File: src/rtl/spi_fl_burst_rd_if.sv
// Controller port between the burst sequencer (master modport) and the SPI flash
// master's request/answer port (slave modport).
interface spi_fl_burst_rd_if;
    logic [31:0] m_data_in;
    logic [31:0] m_address;
    logic [7:0]  m_command;
    logic [2:0]  m_commtype;
    logic [6:0]  m_nmiso_bits;
    logic [3:0]  m_dummy_cycles;
    logic [7:0]  m_frame_struct;
    logic        m_validflag;
    logic        m_tready;
    logic [31:0] m_data_out;

    modport master (
        output m_data_in,
        output m_address,
        output m_command,
        output m_commtype,
        output m_nmiso_bits,
        output m_dummy_cycles,
        output m_frame_struct,
        output m_validflag,
        input  m_tready,
        input  m_data_out
    );

    modport slave (
        input  m_data_in,
        input  m_address,
        input  m_command,
        input  m_commtype,
        input  m_nmiso_bits,
        input  m_dummy_cycles,
        input  m_frame_struct,
        input  m_validflag,
        output m_tready,
        output m_data_out
    );
endinterface

File: src/rtl/spi_fl_burst_rd.sv
// Burst-read sequencer: splits a CPU burst into single-word flash reads and queues
// the answers in a show-ahead FIFO. Define SPI_FL_BURST_BSWAP_EN to byte-reverse each word.
module spi_fl_burst_rd #(
    parameter int unsigned FIFO_AW        = 3,
    parameter int unsigned TIMEOUT_CYCLES = 4095
) (
    input  logic                 clk,
    input  logic                 rst_n,
    input  logic                 start,
    input  logic [7:0]           cmd,
    input  logic [31:0]          base_addr,
    input  logic [7:0]           nwords,
    input  logic [3:0]           dummy_in,
    input  logic [7:0]           frame_in,
    output logic                 busy,
    output logic                 done,
    output logic                 error,
    input  logic                 rd_en,
    output logic [31:0]          rd_data,
    output logic                 fifo_empty,
    output logic                 fifo_full,
    output logic [FIFO_AW:0]     fifo_level,
    input  logic                 flush,
    spi_fl_burst_rd_if.master    ctl
);
    localparam int unsigned DEPTH = 1 << FIFO_AW;

    localparam logic [2:0] IDLE      = 3'd0;
    localparam logic [2:0] ISSUE     = 3'd1;
    localparam logic [2:0] WAIT_ACK  = 3'd2;
    localparam logic [2:0] WAIT_DONE = 3'd3;
    localparam logic [2:0] STORE     = 3'd4;

    localparam logic [15:0]        TIMEOUT_LAST = 16'(TIMEOUT_CYCLES - 1);
    localparam logic [FIFO_AW-1:0] PTR_ONE      = FIFO_AW'(1);
    localparam logic [FIFO_AW:0]   FULL_LEVEL   = (FIFO_AW + 1)'(DEPTH);

    logic [2:0]  state;
    logic [7:0]  remaining;
    logic [15:0] timeout_cnt;
    logic [31:0] rx_word;
    logic [31:0] push_data;
    logic        push;
    logic        pop;

    logic        validflag;
    logic [31:0] address;
    logic [7:0]  command;
    logic [3:0]  dummy_cycles;
    logic [7:0]  frame_struct;

    logic [FIFO_AW-1:0] wr_ptr;
    logic [FIFO_AW-1:0] rd_ptr;
    logic [FIFO_AW:0]   level;
    logic [31:0]        mem [DEPTH];

    assign ctl.m_data_in      = '0;
    assign ctl.m_nmiso_bits   = 7'd32;
    assign ctl.m_commtype     = busy ? 3'b010 : 3'b111;
    assign ctl.m_validflag    = validflag;
    assign ctl.m_address      = address;
    assign ctl.m_command      = command;
    assign ctl.m_dummy_cycles = dummy_cycles;
    assign ctl.m_frame_struct = frame_struct;

    // NOTE: all sequential state uses non-blocking assignments so every register
    // samples pre-edge values, independent of block ordering.
    always_ff @(posedge clk or negedge rst_n) begin
        if (!rst_n) begin
            state        <= IDLE;
            busy         <= 1'b0;
            done         <= 1'b0;
            error        <= 1'b0;
            validflag    <= 1'b0;
            address      <= '0;
            command      <= '0;
            dummy_cycles <= '0;
            frame_struct <= '0;
            remaining    <= '0;
            timeout_cnt  <= '0;
            rx_word      <= '0;
        end else begin
            done <= 1'b0;
            case (state)
                IDLE: begin
                    if (start) begin
                        command      <= cmd;
                        address      <= base_addr;
                        dummy_cycles <= dummy_in;
                        frame_struct <= frame_in;
                        remaining    <= nwords;
                        error        <= 1'b0;
                        if (nwords == 8'd0) begin
                            done <= 1'b1;
                        end else begin
                            busy  <= 1'b1;
                            state <= ISSUE;
                        end
                    end
                end
                ISSUE: begin
                    // Never request a word there is no room to store.
                    if (!fifo_full && ctl.m_tready) begin
                        validflag   <= 1'b1;
                        timeout_cnt <= '0;
                        state       <= WAIT_ACK;
                    end
                end
                WAIT_ACK: begin
                    if (!ctl.m_tready) begin
                        validflag <= 1'b0;
                        state     <= WAIT_DONE;
                    end else if (timeout_cnt == TIMEOUT_LAST) begin
                        validflag <= 1'b0;
                        error     <= 1'b1;
                        done      <= 1'b1;
                        busy      <= 1'b0;
                        state     <= IDLE;
                    end else begin
                        timeout_cnt <= timeout_cnt + 16'd1;
                    end
                end
                WAIT_DONE: begin
                    if (ctl.m_tready) begin
                        rx_word <= ctl.m_data_out;
                        state   <= STORE;
                    end
                end
                STORE: begin
                    address   <= address + 32'd4;
                    remaining <= remaining - 8'd1;
                    if (remaining == 8'd1) begin
                        done  <= 1'b1;
                        busy  <= 1'b0;
                        state <= IDLE;
                    end else begin
                        state <= ISSUE;
                    end
                end
                default: state <= IDLE;
            endcase
        end
    end

`ifdef SPI_FL_BURST_BSWAP_EN
    assign push_data = {rx_word[7:0], rx_word[15:8], rx_word[23:16], rx_word[31:24]};
`else
    assign push_data = rx_word;
`endif

    assign push       = (state == STORE);
    assign pop        = rd_en && !fifo_empty;
    assign fifo_empty = (level == '0);
    assign fifo_full  = (level == FULL_LEVEL);
    assign fifo_level = level;
    assign rd_data    = fifo_empty ? 32'd0 : mem[rd_ptr];

    always_ff @(posedge clk or negedge rst_n) begin
        if (!rst_n) begin
            wr_ptr <= '0;
            rd_ptr <= '0;
            level  <= '0;
        end else if (flush) begin
            wr_ptr <= '0;
            rd_ptr <= '0;
            level  <= '0;
        end else begin
            if (push) wr_ptr <= wr_ptr + PTR_ONE;
            if (pop)  rd_ptr <= rd_ptr + PTR_ONE;
            level <= level + (FIFO_AW + 1)'(push) - (FIFO_AW + 1)'(pop);
        end
    end

    // NOTE: the storage array has no reset; occupancy is tracked by the reset
    // pointers and rd_data is forced to zero while empty.
    always_ff @(posedge clk) begin
        if (push && !flush) mem[wr_ptr] <= push_data;
    end
endmodule
File: src/flat_wrapper.sv
// flat-port wrapper written by rule: the top's interface ports become plain ports
module spi_fl_burst_rd_flat 
#(
    parameter int unsigned FIFO_AW        = 3,
    parameter int unsigned TIMEOUT_CYCLES = 4095
)
  (clk, rst_n, start, cmd, base_addr, nwords, dummy_in, frame_in, busy, done, error, rd_en, rd_data, fifo_empty, fifo_full, fifo_level, flush, ctl_m_data_in, ctl_m_address, ctl_m_command, ctl_m_commtype, ctl_m_nmiso_bits, ctl_m_dummy_cycles, ctl_m_frame_struct, ctl_m_validflag, ctl_m_tready, ctl_m_data_out);
  spi_fl_burst_rd_if ctl_i ();
  input  logic clk;
  input  logic rst_n;
  input  logic start;
  input  logic [7:0] cmd;
  input  logic [31:0] base_addr;
  input  logic [7:0] nwords;
  input  logic [3:0] dummy_in;
  input  logic [7:0] frame_in;
  output logic busy;
  output logic done;
  output logic error;
  input  logic rd_en;
  output logic [31:0] rd_data;
  output logic fifo_empty;
  output logic fifo_full;
  output logic [FIFO_AW:0] fifo_level;
  input  logic flush;
  output wire logic [$bits(ctl_i.m_data_in)-1:0] ctl_m_data_in;
  output wire logic [$bits(ctl_i.m_address)-1:0] ctl_m_address;
  output wire logic [$bits(ctl_i.m_command)-1:0] ctl_m_command;
  output wire logic [$bits(ctl_i.m_commtype)-1:0] ctl_m_commtype;
  output wire logic [$bits(ctl_i.m_nmiso_bits)-1:0] ctl_m_nmiso_bits;
  output wire logic [$bits(ctl_i.m_dummy_cycles)-1:0] ctl_m_dummy_cycles;
  output wire logic [$bits(ctl_i.m_frame_struct)-1:0] ctl_m_frame_struct;
  output wire logic [$bits(ctl_i.m_validflag)-1:0] ctl_m_validflag;
  input wire logic [$bits(ctl_i.m_tready)-1:0] ctl_m_tready;
  input wire logic [$bits(ctl_i.m_data_out)-1:0] ctl_m_data_out;
  assign ctl_m_data_in = ctl_i.m_data_in;
  assign ctl_m_address = ctl_i.m_address;
  assign ctl_m_command = ctl_i.m_command;
  assign ctl_m_commtype = ctl_i.m_commtype;
  assign ctl_m_nmiso_bits = ctl_i.m_nmiso_bits;
  assign ctl_m_dummy_cycles = ctl_i.m_dummy_cycles;
  assign ctl_m_frame_struct = ctl_i.m_frame_struct;
  assign ctl_m_validflag = ctl_i.m_validflag;
  assign ctl_i.m_tready = ctl_m_tready;
  assign ctl_i.m_data_out = ctl_m_data_out;
  spi_fl_burst_rd #(.FIFO_AW(FIFO_AW), .TIMEOUT_CYCLES(TIMEOUT_CYCLES)) u_core (.clk(clk), .rst_n(rst_n), .start(start), .cmd(cmd), .base_addr(base_addr), .nwords(nwords), .dummy_in(dummy_in), .frame_in(frame_in), .busy(busy), .done(done), .error(error), .rd_en(rd_en), .rd_data(rd_data), .fifo_empty(fifo_empty), .fifo_full(fifo_full), .fifo_level(fifo_level), .flush(flush), .ctl(ctl_i));
endmodule
File: config.mk
export PLATFORM = sky130hd
export DESIGN_NAME = spi_fl_burst_rd_flat
export DESIGN_NICKNAME = d
export VERILOG_FILES = /design/src/rtl/spi_fl_burst_rd_if.sv /design/src/rtl/spi_fl_burst_rd.sv /design/src/flat_wrapper.sv
export SDC_FILE = /design/constraint.sdc
export NUM_CORES = 1
export LEC_CHECK = 0
export CORE_ASPECT_RATIO = 1.75
export CORE_MARGIN = 8
export CORE_UTILIZATION = 30
export DETAILED_ROUTE_END_ITERATION = 8
export GPL_TIMING_DRIVEN = 1
export MAX_ROUTING_LAYER = met4
export RECOVER_POWER = 50
export SETUP_SLACK_MARGIN = 0.5
export SYNTH_ARGS = -nofsm -noshare
export SYNTH_HDL_FRONTEND = slang
export SYNTH_SLANG_ARGS = --single-unit
File: constraint.sdc
create_clock -name clk -period 10.55 [get_ports clk]
set_input_delay 2.11 -clock clk [delete_from_list [all_inputs] [get_ports clk]]
set_output_delay 2.11 -clock clk [all_outputs]
set_load 0.02 [all_outputs]
[After elaboration in Yosys (flattened, before gate mapping)]
Memories as Yosys holds them, arrays and structs flattened.
Cells that the tools add are included.
Cells by class
  add/sub/neg operators: 7
  eq/ne operators: 16
  muxes and demuxes: 44
  reduce and logical (&&, ||, !) cells: 23
Operators with widths (count)
  $mux 32: 2
  $pmux 32 s2: 1
  $mux 16: 3
  $mux 3: 11
  $add 32x3->32 const B: 1
  $pmux 16 s2: 1
  $mux 1: 18
  $add 16x1->16 const B: 1
  $eq 16x12->1 const B: 1
  $pmux 8 s2: 1
  $pmux 3 s5: 1
  $ne 2x2->1 const B: 6
  $reduce_bool 2->1: 5
  $eq 8x1->1 const B: 1
  $logic_not 8->1: 1
  $mux 8: 1
  $reduce_and 4->1: 2
  $sub 8x1->8 const B: 1
  $add 3x1->3 const B: 2
  $eq 3x2->1 const B: 2
  $pmux 1 s3: 2
  $reduce_and 2->1: 3
  $reduce_and 6->1: 1
  $reduce_and 5->1: 1
  15 further kinds: 21
Storage, ports and cells
  flip-flop bits (word level): 125
  bits in writable memories: 256
  input bits: 98
  memories: 1
Memory list
  u_core.mem: words 8, width 32, read ports 1, clocked after memory_dff 0, write ports 1, line spi_fl_burst_rd.sv:55  | logic [31:0] mem [DEPTH];

[Depth between registers and ports, before layout]
Gate-level depths: netlist of run 1.
  word-level depth: 5
  gate-level depth with buffers: 11
  depth with buffers taken out: 11

[Worst setup path after synthesis of run 1]
OpenSTA, ideal clock, no wires.
  path kind: input to register
  start: input flush
  end: memory u_core.mem[6][0], enable pin
  library setup time: 513 ps
  arrival time: 5746 ps
  required time: 10037 ps
  path slack: 4291 ps
  stages: 2
  cell sequence: clkbuf_1 -> nor4b_1
Between the ends
  cells in the longest elaborated chain, start to end: 4
Ends and longest elaborated chain
  start, declared: line flat_wrapper.sv:25  | input logic flush;
  $logic_not 1->1: line spi_fl_burst_rd.sv:177  | if (push && !flush) mem[wr_ptr] <= push_data;
  $logic_and 1x1->1: line spi_fl_burst_rd.sv:177
  $mux 1: line spi_fl_burst_rd.sv:177
  $mux 1 (implied by the code): line spi_fl_burst_rd.sv:177
  end, declared: line spi_fl_burst_rd.sv:55
Every way passes these cells.

[Final worst setup path of run 1]
  start: register u_core.rd_ptr[0]
  end: output rd_data[26]
Between the ends
  cells in the longest elaborated chain, start to end: 2
Ends and longest elaborated chain
  start, declared: line spi_fl_burst_rd.sv:53  | logic [FIFO_AW-1:0] rd_ptr;
  start signal, assigned: line spi_fl_burst_rd.sv:169  | if (pop) rd_ptr <= rd_ptr + PTR_ONE;
  $mem_v2 8x32
  $mux 32: line spi_fl_burst_rd.sv:156  | assign rd_data = fifo_empty ? 32'd0 : mem[rd_ptr];
  end, declared: line flat_wrapper.sv:21  | output logic [31:0] rd_data;
Every way passes these cells.

==> flow_metrics.env, run 1 <==
export IMPL_area_growth_pct=23.46
export IMPL_top_usage_layer="met2"
export IMPL_viasPerCell=4.792
export IMPL_cellPowerDensity_nw_per_um2=256.4
export IMPL_avgSynthCellArea_um2=14.30
export IMPL_drtAntennaViolNets=0
export IMPL_drive_gt1_share_pct=12.64
export IMPL_post_place_ws_ns=5.222
export IMPL_numCtsBuffers=37
export IMPL_ios=234
export IMPL_place_inst=1977
export IMPL_min_path_cells=2
export IMPL_critical_path_slowest_cell="dfrtp_4"
export IMPL_postSynth_asyncResetShare_pct=32.81
export IMPL_use_met2_pct=23.40
export IMPL_min_from="u_core.ctl.m_frame_struct[7]$_DFFE_PN0P_"
export IMPL_firstDrtPassIters=5
export IMPL_cp_arrival_ns=3.62
export IMPL_coreArea_um2=53390
export IMPL_rows=112
export IMPL_ys_seq_area_share_pct=66.77
export IMPL_synth_edf_count=256
export IMPL_grt_pass1_vias=10670
export IMPL_timing_slew_headroom_pct=-129.5
export IMPL_p_leak_uw=0.007176
export IMPL_fp_dieW_um=191.7
export IMPL_reg2reg_setup_slack_ns=7.18
export IMPL_synth_flop_cell="edfxtp_1"
export IMPL_r2r_end="u_core.ctl.m_address[31]$_DFFE_PN0P_"
export IMPL_postCtsResizedCells=0
export IMPL_cts_sinks=381
export IMPL_drt_iter0_drc=471
export IMPL_cts_tree="yes"
export IMPL_overflow=0
export IMPL_hpwl_um=26450
export IMPL_tns_ns=0
export IMPL_wl_per_cell_um=19.80
export IMPL_fmax_mhz=174.5
export IMPL_clk_pin_slew_ns=0.07
export IMPL_grt_use_met3_pct=3.504
export IMPL_design_die_area_um2=61980
export IMPL_cts_setup_buffers=0
export IMPL_max_vdd_ir_drop_mv=0.1461
export IMPL_finalWeightedCongestion=0.8209
export IMPL_end_kind="output pin"
export IMPL_hold_end="u_core.ctl.m_frame_struct[7]$_DFFE_PN0P_"
export IMPL_r2r_start="u_core.state[1]$_DFFE_PN0P_"
export IMPL_hold_violations=0
export IMPL_critical_path_class="register to output pin"
export IMPL_initial_utilization_pct=30.34
export IMPL_yosys_area_top_type_share_pct=47.46
export IMPL_violations="max-capacitance violations, max-slew violations"
export IMPL_slew_viol_final=116
export IMPL_status="finished, violations left"
export IMPL_worst_slack_ns=4.819
export IMPL_worst_slew_pin_slew_ns=3.442
export IMPL_yosys_area_top_type="edfxtp_1"
export IMPL_synth_area_um2=16200
export IMPL_finalSetupViolations=0
export IMPL_fill_cells=5053
export IMPL_cts_hold_buffers=0
export IMPL_grt_pass1_wl_um=62860
export IMPL_antenna_found_initial=8
export IMPL_drc_errors=0
export IMPL_ys_seq_elements=381
export IMPL_met1_usage_pct=15.06
export IMPL_fin_util_pct=37.46
export IMPL_die_h_um=323.4
export IMPL_grt_max_degree=66
export IMPL_critPathMaxStageDelay_ns=0.84
export IMPL_vias=9834
export IMPL_synth_area_top_cells="edfxtp_1 (47%), dfrtp_1 (19%), mux4_2 (8.9%)"
export IMPL_fin_crit_ns=5.731
export IMPL_crit_fanout=36
export IMPL_dpl_instance_area_um2=18810
export IMPL_synth_distinct_cells=71
export IMPL_cp_start_kind="register"
export IMPL_grt_usage_pct=13.50
export IMPL_fin_crit_sh_pct=54.33
export IMPL_drt_wl_total_um=40640
export IMPL_htreeDepth=2
export IMPL_io_buffers=193
export IMPL_root_buffer="clkbuf_16"
export IMPL_path_cells="buf_4 > mux4_2 > mux2i_1 > nor2_1 > clkdlybuf4s50_1"
export IMPL_min_path_type="register to register"
export IMPL_clock_skew_ns=0.01938
export IMPL_finalInstanceArea_um2=20000
export IMPL_synth_cells=1133
export IMPL_maxCapViolCount=2
export IMPL_rsz0062_at_grt="false"
export IMPL_clk_latency_ns=0.53
export IMPL_fin_cells=2052
export IMPL_nNetsFinal=1444
export IMPL_required_ns=8.44
export IMPL_reg2reg_depth=4
export IMPL_cts_buffer_depth=3
export IMPL_yosysWarnings=0
[per-stage QoR]
stage          hold slack, ns  power [µW]
3_3_place_gp           0.4576        3822
6_report               0.4762        5127
5_1_grt                0.5000        5423
2_1_floorplan          0.4595        3147
3_5_place_dp           0.4614        3855
4_1_cts                0.4779        5225
[cell usage in the layout (no fill, tap or decap), drive strengths merged, types with 7 or more instances in the layout]
| cell type | count |
|---|---|
| nand4 | 13 |
| clkdlybuf4s50 | 187 |
| xor2 | 7 |
| buf | 20 |
| nand2 | 216 |
| clkbuf | 51 |
| mux4 | 64 |
| conb | 40 |
| ha | 13 |
| and3 | 9 |
| clkinv | 11 |
| o21ai | 19 |
| nor4 | 7 |
| dfrtp | 125 |
| a21oi | 25 |
| inv | 21 |
| and4 | 8 |
| mux2i | 34 |
| o211ai | 11 |
| nand3 | 28 |
| diode | 7 |
| edfxtp | 256 |
| nor2 | 72 |
| or3 | 11 |
| nor3 | 13 |
[cell type report]
class                   count  area, µm²  share of cell area [%]
clock buffers              48       1008                   5.043
well taps                 684      855.8                   4.280
flip-flops and latches    381      10820                   54.11
repair buffers            215       2083                   10.42
diodes                      7      17.52                 0.08759
multi-input cells         678       4926                   24.63
inverters                  19      71.32                  0.3566
clock inverters            20      214.0                   1.070
[sequential cells by signal, indices dropped and copies added, names as in the netlist, 3 cells and up]
| signal | cells |
|---|---|
| u_core.mem | 256 |
| u_core.ctl.m_address | 32 |
| u_core.push_data | 32 |
| u_core.timeout_cnt | 16 |
| u_core.ctl.m_command | 8 |
| u_core.ctl.m_frame_struct | 8 |
| u_core.remaining | 8 |
| u_core.ctl.m_dummy_cycles | 4 |
| u_core.fifo_level | 4 |
| u_core.rd_ptr | 3 |
| u_core.state | 3 |
| u_core.wr_ptr | 3 |
[power by group]
group | switching [µW] | internal (µW)
sequential | 297 | 1920
clock | 576 | 760
combinational | 844 | 734
[critical path: cells and delay by family, from the launching register on]
kind                   cells  cell delay (ns)
buffers and inverters      2             1.27
DFF                        1             0.84
muxes                      2             0.88
and+or+nand+nor            1             0.07
[routing by layer]
layer  part of all wire (%)  vias to the layer above
met1                     39                     4914
met3                    7.0                       50
met4                    2.3                        0
met5                      0                        -
met2                     51                      308
li1                       -                     4562
[cell families (layout without fill, tap and decap cells)]
logic type | after synthesis | in the layout | share of synthesized area (%)
muxes | 99 | 99 | 11.07
xor gates and xnor gates | 13 | 13 | 0.7029
other | 2 | 47 | 0.04636
DFF | 381 | 381 | 66.77
and+or+nand+nor | 408 | 408 | 11.94
adders and majority gates | 14 | 14 | 1.128
AOI/OAI and AO/OA | 104 | 104 | 4.480
buffers and inverters | 112 | 302 | 3.862
[synthesized netlist by cell type (7+ instances only)]
cell type	instances
nor4_1	7
xor2_1	7
and3_1	9
nor3_1	11
nand3_1	27
mux4_2	64
buf_4	42
edfxtp_1	256
buf_2	14
and4_1	8
buf_1	8
nand2_1	214
or3_1	11
inv_1	18
nor2_1	71
clkbuf_1	25
mux2i_1	34
nand4_1	11
dfrtp_1	125
o21ai_0	18
a21oi_1	25
ha_1	13
o211ai_1	11
[how the worst max path moves through the flow]
stage               cells after the start                          from                           end  slack [ns]
finish                                  5  u_core.rd_ptr[0]$_DFFE_PN0P_                   rd_data[26]        4.82
CTS                                     5  u_core.rd_ptr[0]$_DFFE_PN0P_                   rd_data[22]        4.63
global placement                        5  u_core.rd_ptr[0]$_DFFE_PN0P_                   rd_data[22]        5.23
floorplan                               2                         flush    u_core.mem[6][0]$_DFFE_PP_        4.29
global route                            2                         rst_n  u_core.rd_ptr[0]$_DFFE_PN0P_        4.48
detailed placement                      5  u_core.rd_ptr[0]$_DFFE_PN0P_                   rd_data[22]        5.22
(Power assumes the default switching activity.)
==> run 2: changes to the inputs <==
==> constraint.sdc (replaced) <==
create_clock -name clk -period 4.88 [get_ports clk]
set_input_delay 0.976 -clock clk [delete_from_list [all_inputs] [get_ports clk]]
set_output_delay 0.976 -clock clk [all_outputs]
set_load 0.02 [all_outputs]
==> run 2 against run 1 <==
Net effect:
- the run still ends with max-capacitance violations, max-slew violations left
- sequential share of layout area is 0.36 points lower
- first-iteration DRC count decreased by 27%
- final cell count increased by 0.39%
- worst setup slack worse by 3.9 ns
- count of clock-buffer cells in the layout unchanged
- combinational power grew 120%
- clock skew is 0.00065 ns lower
- core utilization up 0.26 points
==> flow_metrics.env, run 2 (same netlist as run 1, synthesis figures left out) <==
export IMPL_status="finished, violations left"
export IMPL_violations="max-capacitance violations, max-slew violations"
export IMPL_fin_util_pct=37.71
export IMPL_root_buffer="clkbuf_16"
export IMPL_cts_hold_buffers=0
export IMPL_final_common_cell="edfxtp_1"
export IMPL_drt_wl_total_um=41250
export IMPL_fin_crit_ns=3.942
export IMPL_largest_reg_flops=256
export IMPL_cellPowerDensity_nw_per_um2=559.3
export IMPL_drtAntennaViolNets=0
export IMPL_cts_sinks=381
export IMPL_grt_usage_pct=13.67
export IMPL_firstDrtPassIters=4
export IMPL_maxCapViolCount=2
export IMPL_drive_gt1_share_pct=12.92
export IMPL_r2r_end="u_core.mem[7][26]$_DFFE_PP_"
export IMPL_grt_pass1_vias=10730
export IMPL_required_ns=3.90
export IMPL_antenna_found_initial=6
export IMPL_final_cell_mix="edfxtp_1 (256), nand2_1 (215), clkdlybuf4s50_1 (188), dfrtp_1 (122), nor2_1 (69)"
export IMPL_ios=234
export IMPL_rows=112
export IMPL_power_switching_uw=3795
export IMPL_cts_tree="yes"
export IMPL_viasPerCell=4.791
export IMPL_area_growth_pct=24.31
export IMPL_finalSetupViolations=0
export IMPL_clkPwrFrac_pct=26.8
export IMPL_die_h_um=323.4
export IMPL_grt_max_degree=105
export IMPL_cts_setup_buffers=0
export IMPL_postCtsResizedCells=0
export IMPL_nNetsFinal=1451
export IMPL_cts_buffer_depth=3
export IMPL_max_vdd_ir_drop_mv=0.3134
export IMPL_end_kind="output pin"
export IMPL_htreeDepth=2
export IMPL_r2r_start="u_core.state[1]$_DFFE_PN0P_"
export IMPL_clk_latency_ns=0.54
export IMPL_largest_register="u_core.mem"
export IMPL_initial_utilization_pct=30.34
export IMPL_min_path_type="register to register"
export IMPL_overflow=0
export IMPL_internal_power_uw=7466
export IMPL_critical_path_class="register to output pin"
export IMPL_numCtsBuffers=40
export IMPL_p_leak_uw=0.007242
export IMPL_hpwl_um=27320
export IMPL_coreArea_um2=53390
export IMPL_slew_viol_final=159
export IMPL_design_die_area_um2=61980
export IMPL_clock_skew_ns=0.01874
export IMPL_critPathCapture="rd_data[13]"
export IMPL_drc_errors=0
export IMPL_fmax_mhz=253.7
export IMPL_drt_iter0_drc=344
export IMPL_swShare_pct=33.70
export IMPL_vias=9869
export IMPL_setup_worst_path_start="u_core.rd_ptr[1]$_DFFE_PN0P_"
export IMPL_finalWeightedCongestion=0.8111
export IMPL_tns_ns=0
export IMPL_wl_per_cell_um=20.02
export IMPL_worst_slew_pin_slew_ns=2.906
export IMPL_seq_power_share_pct=42.7
export IMPL_fp_dieW_um=191.7
export IMPL_hold_violations=0
export IMPL_reg2reg_setup_slack_ns=1.39
export IMPL_io_buffers=193
export IMPL_timing_slew_headroom_pct=-93.74
export IMPL_reg2reg_depth=5
export IMPL_combPwrFrac_pct=30.6
export IMPL_clk_pin_slew_ns=0.06
export IMPL_rsz0062_at_grt="false"
export IMPL_fin_crit_sh_pct=80.77
export IMPL_cp_start_kind="register"
export IMPL_crit_fanout=58
export IMPL_cp_arrival_ns=2.97
export IMPL_grt_pass1_wl_um=63350
[run 2: changes by cell type in the layout (fill, tap and decap cells not counted), moves of 3 or more]
cell,delta
clkinv_4,+4
inv_6,+3
clkbuf_1,-3
clkinv_1,+3
[run 2: cell type report]
class,count,area [µm²]
inverters,19,71.32
repair buffers,219,2137
multi-input cells,678,4941
clock inverters,25,240.2
flip-flops and latches,381,10820
diodes,6,15.01
well taps,684,855.8
clock buffers,48,1051
fillers,5071,33260
[run 2: stage by stage]
stage | hold slack (ns) | instances | power (µW) | worst slack, ns | area (µm²)
final | 0.4722 | 2060 | 11260 | 0.9383 | 20140
after global routing | 0.4900 | 2060 | 11890 | 0.7438 | 20140
after CTS | 0.4748 | 2054 | 11500 | 0.8266 | 20180
after detailed placement | 0.4615 | 1981 | 8411 | 1.251 | 18890
after global placement | 0.4598 | 1981 | 8344 | 1.301 | 18890
after floorplan | 0.4595 | 1171 | 6803 | 0.8464 | 16360
[run 2: worst min-delay path by stage]
stage / slack (ns) / cells past startpoint / start / to
global route: 0.49 / 2 / u_core.ctl.m_frame_struct[7]$_DFFE_PN0P_ / u_core.ctl.m_frame_struct[7]$_DFFE_PN0P_
global placement: 0.46 / 2 / u_core.ctl.m_address[1]$_DFFE_PN0P_ / u_core.ctl.m_address[1]$_DFFE_PN0P_
finish: 0.47 / 2 / u_core.ctl.m_frame_struct[7]$_DFFE_PN0P_ / u_core.ctl.m_frame_struct[7]$_DFFE_PN0P_
detailed placement: 0.46 / 2 / u_core.ctl.m_frame_struct[7]$_DFFE_PN0P_ / u_core.ctl.m_frame_struct[7]$_DFFE_PN0P_
floorplan: 0.46 / 1 / u_core.remaining[6]$_DFFE_PN0P_ / u_core.remaining[6]$_DFFE_PN0P_
CTS: 0.47 / 2 / u_core.ctl.m_frame_struct[7]$_DFFE_PN0P_ / u_core.ctl.m_frame_struct[7]$_DFFE_PN0P_
[run 2: power by group through the flow]
| stage | sequential [µW] | clock, µW | combinational, µW |
|---|---|---|---|
| after floorplan | 4860 | 0 | 1950 |
| after global placement | 4830 | 0 | 3510 |
| after detailed placement | 4870 | 0 | 3540 |
| after CTS | 4820 | 3120 | 3550 |
| after global routing | 4910 | 3220 | 3760 |
| final | 4800 | 3010 | 3440 |
[run 2: metal layers]
layer | wire length, µm | vias to the layer above | global-route usage (%)
met4 | 952 | 0 | 4.066
li1 | - | 4566 | -
met1 | 15800 | 4958 | 14.64
met3 | 2650 | 57 | 3.591
met5 | 0 | - | -
met2 | 21850 | 288 | 24.38
[run 2: critical path: stages (launching register included)]
cell and delay [ns]:
dfrtp_4 1.00, buf_4 0.33, mux4_2 0.32, mux2i_1 0.16, nor2_1 0.05, clkdlybuf4s50_1 0.54
==> run 3: changes to the inputs <==
==> constraint.sdc (replaced) <==
create_clock -name clk -period 3.5 [get_ports clk]
set_input_delay 0.7 -clock clk [delete_from_list [all_inputs] [get_ports clk]]
set_output_delay 0.7 -clock clk [all_outputs]
set_load 0.02 [all_outputs]
==> run 3 against run 2 <==
Net effect:
- the run still ends with max-capacitance violations, max-slew violations left
- combinational power is 51% higher
- clock power is 37% higher
- sequential cell count did not move
- sequential share of layout area down 0.99 points
- power increased by 41%
- core utilization grew 0.71 points
- register-to-register slack worse by 0.60 ns
- clock skew up 0.0011 ns
- cell area up 1.9%
- critical path type unchanged
- critical endpoint is now rd_data[27]
==> flow_metrics.env, run 3 (same netlist as run 1, synthesis figures left out) <==
export IMPL_status="finished, violations left"
export IMPL_violations="max-capacitance violations, max-slew violations"
export IMPL_firstDrtPassIters=5
export IMPL_cts_tree="yes"
export IMPL_root_buffer="clkbuf_16"
export IMPL_setup_worst_path_start="u_core.rd_ptr[0]$_DFFE_PN0P_"
export IMPL_reg2reg_setup_slack_ns=0.79
export IMPL_area_growth_pct=26.63
export IMPL_overflow=0
export IMPL_grt_usage_pct=13.89
export IMPL_wl_per_cell_um=20.14
export IMPL_cts_sinks=381
export IMPL_cts_buffer_depth=3
export IMPL_crit_fanout=7
export IMPL_grt_pass1_wl_um=64640
export IMPL_r2r_end="u_core.fifo_level[2]$_DFF_PN0_"
export IMPL_clk_pin_slew_ns=0.07
export IMPL_ios=234
export IMPL_timing_slew_headroom_pct=-7.150
export IMPL_r2r_start="u_core.fifo_level[2]$_DFF_PN0_"
export IMPL_fmax_mhz=332.6
export IMPL_fp_dieW_um=191.7
export IMPL_vias=10040
export IMPL_reg2reg_depth=11
export IMPL_initial_utilization_pct=30.34
export IMPL_drt_iter0_drc=448
export IMPL_numCtsBuffers=40
export IMPL_tns_ns=0
export IMPL_design_die_area_um2=61980
export IMPL_fin_cells=2091
export IMPL_cp_arrival_ns=2.31
export IMPL_coreArea_um2=53390
export IMPL_clock_skew_ns=0.01981
export IMPL_drive_gt1_share_pct=17.55
export IMPL_antenna_found_initial=5
export IMPL_nNetsFinal=1483
export IMPL_grt_max_degree=55
export IMPL_hold_violations=0
export IMPL_io_buffers=193
export IMPL_htreeDepth=2
export IMPL_cp_num_buf_inv=4
export IMPL_cp_start_kind="register"
export IMPL_p_leak_uw=0.007493
export IMPL_min_path_type="input pin to asynchronous set/reset pin"
export IMPL_clk_latency_ns=0.53
export IMPL_multiInputGateArea_um2=5039
export IMPL_slew_viol_final=80
export IMPL_final_common_cell="edfxtp_1"
export IMPL_viasPerCell=4.800
export IMPL_grt_pass1_vias=10900
export IMPL_cts_hold_buffers=0
export IMPL_hpwl_um=27910
export IMPL_critPathCapture="rd_data[27]"
export IMPL_required_ns=2.80
export IMPL_worst_slew_pin_slew_ns=1.607
export IMPL_maxCapViolCount=2
export IMPL_die_h_um=323.4
export IMPL_drt_wl_total_um=42120
export IMPL_end_kind="output pin"
export IMPL_drtAntennaViolNets=0
export IMPL_max_vdd_ir_drop_mv=0.4066
export IMPL_finalWeightedCongestion=0.8200
export IMPL_path_cells="buf_12 > clkbuf_16 > buf_4 > mux4_2 > mux2i_1 > nor2_2 > buf_6"
export IMPL_critical_path_slowest_cell="dfrtp_4"
export IMPL_ff_latch_area_um2=10820
export IMPL_largest_reg_flops=256
export IMPL_worstSetupPathDepth=7
export IMPL_rows=112
export IMPL_rsz0062_at_grt="true"
export IMPL_cellPowerDensity_nw_per_um2=775.9
export IMPL_critical_path_class="register to output pin"
export IMPL_fill_cells=5033
export IMPL_drc_errors=0
export IMPL_critPathMaxStageDelay_ns=0.50
export IMPL_final_cell_mix="edfxtp_1 (256), nand2_1 (214), clkdlybuf4s50_1 (157), dfrtp_1 (122), nor2_1 (68)"
export IMPL_place_inst=1991
export IMPL_finalSetupViolations=0
export IMPL_largest_register="u_core.mem"
export IMPL_path_delay_family="buffers and inverters"
export IMPL_fin_crit_sh_pct=85.91
export IMPL_fin_crit_ns=3.007
==> run 3: cell types whose count changed in the layout (fill, tap and decap cells not counted), sizes merged <==
cell           before  now
buf                23   68
clkdlybuf4s50     188  157
clkbuf             52   74
clkinv             16   12
clkdlybuf4s15       0    2
dlygate4sd3         4    2
diode               6    5
dlygate4sd2         0    1
inv                22   21
==> run 3: timing repair <==
item / 4_1_cts / 5_1_grt
pin swaps: 0 / 6
gates resized for setup: 89 / 68
endpoints found under the setup margin: 33 / 30
buffers inserted: 13 / 6
cloned: 1 / 2
==> run 3: through the flow <==
stage	setup slack, ns	total power [µW]	instance area [µm²]	utilization (%)	hold WS (ns)
floorplan	-0.4474	9488	16390	-	0.4044
global placement	0.3325	11670	19020	35.62	0.4611
detailed placement	0.3658	11760	19020	35.62	0.4649
CTS	0.3243	16050	20460	38.32	0.1328
global route	0.3861	16800	20510	38.42	0.1396
finish	0.4932	15910	20510	38.42	0.1279
==> run 3: per-layer routing <==
metal | wire, µm | track usage [%] | part of all wire [%]
met2 | 22050 | 24.56 | 52
met1 | 17010 | 15.67 | 40
met5 | 0 | - | 0
met3 | 2297 | 3.127 | 5.5
met4 | 765 | 3.483 | 1.8
==> run 3: power breakdown <==
| group | internal (µW) | total (µW) | switching [µW] | leakage [µW] |
|---|---|---|---|---|
| clock | 2370 | 4110 | 1750 | 0.000602 |
| combinational | 2420 | 5210 | 2790 | 0.00300 |
| sequential | 5780 | 6590 | 808 | 0.00389 |
==> run 3: how the worst min path moves through the flow <==
stage	startpoint	to	slack, ns	depth (start not counted)
2_1_floorplan	rst_n	u_core.busy$_DFFE_PN0P_	0.40	0
3_3_place_gp	u_core.ctl.m_command[5]$_DFFE_PN0P_	u_core.ctl.m_command[5]$_DFFE_PN0P_	0.46	2
3_5_place_dp	u_core.ctl.m_frame_struct[2]$_DFFE_PN0P_	u_core.ctl.m_frame_struct[2]$_DFFE_PN0P_	0.46	2
4_1_cts	rst_n	u_core.ctl.m_address[25]$_DFFE_PN0P_	0.13	1
5_1_grt	rst_n	u_core.ctl.m_address[25]$_DFFE_PN0P_	0.14	1
6_report	rst_n	u_core.ctl.m_address[25]$_DFFE_PN0P_	0.13	1
==> run 3: cell type report <==
cell class | count | share of cell area [%]
tap | 684 | 4.172
inverter | 19 | 0.3477
timing repair buffer | 251 | 11.97
sequential | 381 | 52.77
multi-input combinational | 678 | 24.56
antenna | 5 | 0.06100
clock inverter | 20 | 0.9455
clock buffer | 53 | 5.167
==> run 3: worst reg2reg max path, stage by stage, from the launching register on <==
cell     delay (ns)
dfrtp_1        0.37
inv_1          0.11
ha_1           0.16
nor3b_2        0.22
buf_4          0.37
nor2b_1        0.21
ha_1           0.31
inv_1          0.04
ha_1           0.20
fa_1           0.39
xnor2_1        0.16
nor2_1         0.05
